--- src/rtl/exp_divsqrt_if.sv ---
// Request/result handshake bundle for the divide/sqrt exponent datapath.
interface exp_divsqrt_if;
  logic        in_valid;
  logic        in_ready;
  logic        op_sqrt;
  logic        fmt;
  logic [10:0] exp_a;
  logic [10:0] exp_b;
  logic        out_valid;
  logic        out_ready;
  logic [12:0] exp_res;
  logic        ovf;
  logic        unf;

  modport master (
    output in_valid, op_sqrt, fmt, exp_a, exp_b, out_ready,
    input  in_ready, out_valid, exp_res, ovf, unf
  );

  modport slave (
    input  in_valid, op_sqrt, fmt, exp_a, exp_b, out_ready,
    output in_ready, out_valid, exp_res, ovf, unf
  );
endinterface

--- src/rtl/exp_divsqrt.sv ---
// Exponent path of a floating-point divide/square-root unit: computes the
// biased result exponent, applies the mantissa normalisation step, flags range.
module exp_divsqrt (
  input  logic           clk,
  input  logic           reset,
  exp_divsqrt_if.slave   io,
  input  logic           abort,
  input  logic           mant_done,
  input  logic           norm_shift,
  output logic           odd_exp,
  output logic           busy
);

  typedef enum logic [2:0] {IDLE, CALC, WAIT, ADJ, DONE} state_t;

  state_t        state;
  logic          sqrt_r;
  logic          fmt_r;
  logic [10:0]   a_r;
  logic [10:0]   b_r;
  logic [12:0]   e_r;
  logic          ns_r;

  logic [12:0]        a_eff;
  logic [12:0]        b_eff;
  logic [12:0]        bias13;
  logic [12:0]        max13;
  logic signed [12:0] u_s;
  logic [12:0]        e_calc;
  logic [12:0]        res_adj;

  // Single precision only looks at the low 8 exponent bits.
  always_comb begin
    a_eff   = fmt_r ? {2'b00, a_r} : {5'b00000, a_r[7:0]};
    b_eff   = fmt_r ? {2'b00, b_r} : {5'b00000, b_r[7:0]};
    bias13  = fmt_r ? 13'd1023 : 13'd127;
    max13   = fmt_r ? 13'd2047 : 13'd255;
    u_s     = $signed(a_eff - bias13);
    if (sqrt_r) e_calc = 13'(u_s >>> 1) + bias13;
    else        e_calc = a_eff + ~b_eff + 13'd1 + bias13;
    res_adj = e_r - {12'b0, ns_r};
  end

  always_ff @(posedge clk or posedge reset) begin
    if (reset) begin
      state        <= IDLE;
      sqrt_r       <= 1'b0;
      fmt_r        <= 1'b0;
      a_r          <= '0;
      b_r          <= '0;
      e_r          <= '0;
      ns_r         <= 1'b0;
      io.in_ready  <= 1'b1;
      io.out_valid <= 1'b0;
      io.exp_res   <= '0;
      io.ovf       <= 1'b0;
      io.unf       <= 1'b0;
      odd_exp      <= 1'b0;
      busy         <= 1'b0;
    end else if (abort && state != IDLE) begin
      state        <= IDLE;
      io.in_ready  <= 1'b1;
      io.out_valid <= 1'b0;
      io.exp_res   <= '0;
      io.ovf       <= 1'b0;
      io.unf       <= 1'b0;
      odd_exp      <= 1'b0;
      busy         <= 1'b0;
    end else begin
      case (state)
        IDLE: if (io.in_valid && !abort) begin
          sqrt_r      <= io.op_sqrt;
          fmt_r       <= io.fmt;
          a_r         <= io.exp_a;
          b_r         <= io.exp_b;
          io.in_ready <= 1'b0;
          busy        <= 1'b1;
          state       <= CALC;
        end
        CALC: begin
          e_r     <= e_calc;
          odd_exp <= sqrt_r & u_s[0];
          if (mant_done) begin
            ns_r  <= norm_shift;
            state <= ADJ;
          end else begin
            state <= WAIT;
          end
        end
        WAIT: if (mant_done) begin
          ns_r  <= norm_shift;
          state <= ADJ;
        end
        ADJ: begin
          io.exp_res   <= res_adj;
          io.ovf       <= $signed(res_adj) >= $signed(max13);
          io.unf       <= $signed(res_adj) <= 13'sd0;
          io.out_valid <= 1'b1;
          state        <= DONE;
        end
        DONE: if (io.out_ready) begin
          io.out_valid <= 1'b0;
          io.in_ready  <= 1'b1;
          busy         <= 1'b0;
          odd_exp      <= 1'b0;
          state        <= IDLE;
        end
        default: state <= IDLE;
      endcase
    end
  end

endmodule

--- src/flat_wrapper.sv ---
// flat-port wrapper written by rule: the top's interface ports become plain ports
module exp_divsqrt_flat 
  (clk, reset, abort, mant_done, norm_shift, odd_exp, busy, io_in_valid, io_op_sqrt, io_fmt, io_exp_a, io_exp_b, io_out_ready, io_in_ready, io_out_valid, io_exp_res, io_ovf, io_unf);
  exp_divsqrt_if io_i ();
  input  logic clk;
  input  logic reset;
  input  logic abort;
  input  logic mant_done;
  input  logic norm_shift;
  output logic odd_exp;
  output logic busy;
  input wire logic [$bits(io_i.in_valid)-1:0] io_in_valid;
  input wire logic [$bits(io_i.op_sqrt)-1:0] io_op_sqrt;
  input wire logic [$bits(io_i.fmt)-1:0] io_fmt;
  input wire logic [$bits(io_i.exp_a)-1:0] io_exp_a;
  input wire logic [$bits(io_i.exp_b)-1:0] io_exp_b;
  input wire logic [$bits(io_i.out_ready)-1:0] io_out_ready;
  output wire logic [$bits(io_i.in_ready)-1:0] io_in_ready;
  output wire logic [$bits(io_i.out_valid)-1:0] io_out_valid;
  output wire logic [$bits(io_i.exp_res)-1:0] io_exp_res;
  output wire logic [$bits(io_i.ovf)-1:0] io_ovf;
  output wire logic [$bits(io_i.unf)-1:0] io_unf;
  assign io_i.in_valid = io_in_valid;
  assign io_i.op_sqrt = io_op_sqrt;
  assign io_i.fmt = io_fmt;
  assign io_i.exp_a = io_exp_a;
  assign io_i.exp_b = io_exp_b;
  assign io_i.out_ready = io_out_ready;
  assign io_in_ready = io_i.in_ready;
  assign io_out_valid = io_i.out_valid;
  assign io_exp_res = io_i.exp_res;
  assign io_ovf = io_i.ovf;
  assign io_unf = io_i.unf;
  exp_divsqrt u_core (.clk(clk), .reset(reset), .io(io_i), .abort(abort), .mant_done(mant_done), .norm_shift(norm_shift), .odd_exp(odd_exp), .busy(busy));
endmodule
--- config.mk ---
export PLATFORM = sky130hd
export DESIGN_NAME = exp_divsqrt_flat
export DESIGN_NICKNAME = d
export VERILOG_FILES = /design/src/rtl/exp_divsqrt_if.sv /design/src/rtl/exp_divsqrt.sv /design/src/flat_wrapper.sv
export SDC_FILE = /design/constraint.sdc
export NUM_CORES = 1
export LEC_CHECK = 0
export ABC_AREA = 1
export BUFFER_PORTS_ARGS = -buffer_cell sky130_fd_sc_hd__clkbuf_2
export CAP_MARGIN = 20
export CORE_MARGIN = 1
export CORE_UTILIZATION = 45
export DETAILED_ROUTE_END_ITERATION = 10
export PLACE_DENSITY = 0.63
export SYNTH_ARGS = -nofsm -noshare
export SYNTH_HDL_FRONTEND = slang
export SYNTH_SLANG_ARGS = --single-unit
--- constraint.sdc ---
create_clock -name clk -period 4.1 [get_ports clk]
set_input_delay 0.82 -clock clk [delete_from_list [all_inputs] [get_ports clk]]
set_output_delay 0.82 -clock clk [all_outputs]
set_load 0.01 [all_outputs]
==> summary.txt <==
Die
  – CORE AREA: 0.00942 mm^2
  – Chip Height: a little over 100 um
  – Initial Util: 47.2%
  – Die W: 101 um
  – Die area: 0.0103 mm^2
  – # rows: 35
  – Io pins: 50

Finish
  – Area Overhead vs Synth: 12.1%
  – Ant diodes: 0
  – Most frequent cells in the layout: nand2_1 (150), inv_1 (78), dfrtp_1 (59)
  – Commonest non-fill, non-tap cell in the layout: nand2_1
  – Fraction of layout cells with a size suffix above 1: 17.0%
  – Final nets: approximately 710
  – Design Area, Final: around 0.005 mm^2

Min path
  – Min-delay src: u_core.a_r[10]
  – Worst Hold Class: reg -> reg
  – Hold Crit Depth: 2
  – Hold Path End: u_core.a_r[10]

STA
  – Clock Skew: between 6 and 7 ps
  – Setup TNS Final: 0 ps
  – Final setup viols: 0
  – Period minus WS final: 3240 ps
  – Unrepaired setup endpoints after global routing: false
  – Worst slew margin: between 40% and 50%
  – Max frequency: around 310 MHz
  – Final Max Slew Viols: 0
  – Final period util: 79.0%
  – Slew @ Worst Pin: 873 ps
  – Final hold vios: 0

Critical path
  – Worst EP required: 4370 ps
  – Crit. Startpoint: u_core.fmt_r
  – WS Path Type: reg -> reg
  – Worst-path fanout max: 11
  – Reg2Reg Depth: 13
  – R2R Path End: u_core.e_r[11]
  – Worst Setup Start Kind: register
  – RR Startpoint: u_core.fmt_r
  – Crit. End Element: register
  – Reg2Reg Setup Slack: between 800 and 900 ps
  – Worst path arrival time: 3510 ps

Yosys
  – Post-synthesis cell type count: 45
  – Mean Syn Cell Area: approximately 7.7 um^2
  – Flops & latches, synth: 60
  – Yosys top cell by area: dfrtp_1
  – Number of synthesized flops with an enable pin: 0
  – Top cells by area, synth: dfrtp_1 (33%), nand2_1 (13%), ha_1 (11%)
  – Async SR Flop Fraction: 100%
  – Synth warn: 0
  – Main flop type after synthesis: dfrtp_1
  – Cell count after synthesis: slightly below 600
  – Mapped Area: 0.00444 mm^2
  – Post-synth top area share: 33.2%
  – Post-synthesis sequential area ratio: 33.8%
  – Mapped Nets: between 600 and 700

Drt
  – Pre-antenna DRT Iters: 4
  – Wirelength per Cell: around 12 um
  – Detailed Route WL: slightly above 9000 um
  – DRC: 0
  – Vias per cell: 4.84
  – Via count: ~3,700
  – Post-DRT Antenna Nets: 0
  – Detailed router's first-iteration violation count: 127

Clock network
  – Cts repair resizes: 0
  – Clk sinks: 60
  – Cts hold-fix bufs: 0
  – CTS tree: built
  – Setup repair bufs after CTS: 0
  – Clock latency on the worst-skew pair: 340 ps
  – H-tree levels: 3
  – Clk slew on worst S/H paths: 70 ps
  – Total clock buffers created by CTS: 9
  – Clk root buf: clkbuf_8
  – Longest Clk Path Bufs: 2

GRT
  – Largest net degree at the start of global routing: 42
  – First-pass GRT wire length: approximately 16,000 um
  – Congestion Overflow GR: 0
  – Vias in the first global route: 3,663
  – Initial antenna violation count: 0
  – Gr usage total: slightly above 20%

Placement
  – Post-DP HPWL: ~7400 um
  – Placed Area: 0.00479 mm^2
  – GP Congestion: between 0.8 and 0.9
  – IO Port Bufs: ~50

Run
  – Max-cap violations: 0

Outcome
  – Status: completed
## synthesized netlist by cell type (all sizes together) (3+ instances only)
| library cell | instances |
|---|---|
| nand2 | 164 |
| inv | 83 |
| dfrtp | 59 |
| nor2 | 50 |
| nand3 | 44 |
| o21ai | 41 |
| ha | 40 |
| a21oi | 16 |
| xor2 | 14 |
| buf | 9 |
| nand4 | 9 |
| xnor2 | 7 |
| nor3 | 6 |
| o211ai | 6 |
| fa | 5 |
| a22o | 3 |
| clkbuf | 3 |
| or2 | 3 |
## worst max path at each step
stage	end	slack, ps	cells after the start
final	u_core.e_r[11]	860	13
after global routing	u_core.e_r[11]	580	13
after CTS	u_core.e_r[11]	860	13
after detailed placement	u_core.e_r[11]	890	13
after global placement	u_core.e_r[11]	1010	13
after floorplan	u_core.e_r[11]	1250	14
## critical path: stages (launching register included)
cell	delay [ps]
dfrtp_1	550
inv_1	310
fa_1	530
fa_1	500
inv_1	40
ha_1	340
a21oi_1	140
a21boi_0	190
nand3_1	110
a21oi_1	130
o21ai_0	110
nand2_1	70
inv_1	40
a21oi_2	110
## state kept, by name, summed over array words and instances (netlist names), 3 cells and up
signal and flops:
u_core.e_r 13, u_core.io.exp_res 13, u_core.a_r 11, u_core.b_r 11
u_core.state 3
## final cells by class
cell class                 instances  area, um^2
fill                             947        4430
multi-input combinational        424        2550
sequential                        60        1500
inverter                          84         315
timing repair buffer              51         260
tap                              129         161
clock buffer                      12         145
clock inverter                     4        50.0
## per-layer routing
layer | wire (um) | global-route usage, % | up-vias
met1 | 4670 | 26.4 | 1661
met2 | 4370 | 35.1 | 52
met3 | 209 | 2.48 | 10
li1 | - | - | 1972
met5 | 0 | 0 | -
met4 | 115 | 7.13 | 0
## cells by family (layout without fill, tap and decap cells)
group	after synthesis	after routing	share of synthesized area (%)
muxes	1	1	0.254
AOI/OAI and AO/OA	79	79	10.3
xor gates and xnor gates	21	21	4.14
and+or+nand+nor	278	278	29.2
adders and majority gates	45	45	13.5
DFF	60	60	33.8
buffers and inverters	96	151	8.84
## stage by stage
stage	setup slack [ps]	hold slack [ps]	cells	util, %
3_3_place_gp	1010	451	748	50.8
6_report	861	472	764	52.9
5_1_grt	583	495	764	52.9
2_1_floorplan	1250	442	580	-
4_1_cts	855	478	764	52.9
3_5_place_dp	894	461	748	50.8
Power is left out: the tool's default activity adds up to more than one toggle a clock period on the data nets, which glitch-free logic cannot reach.
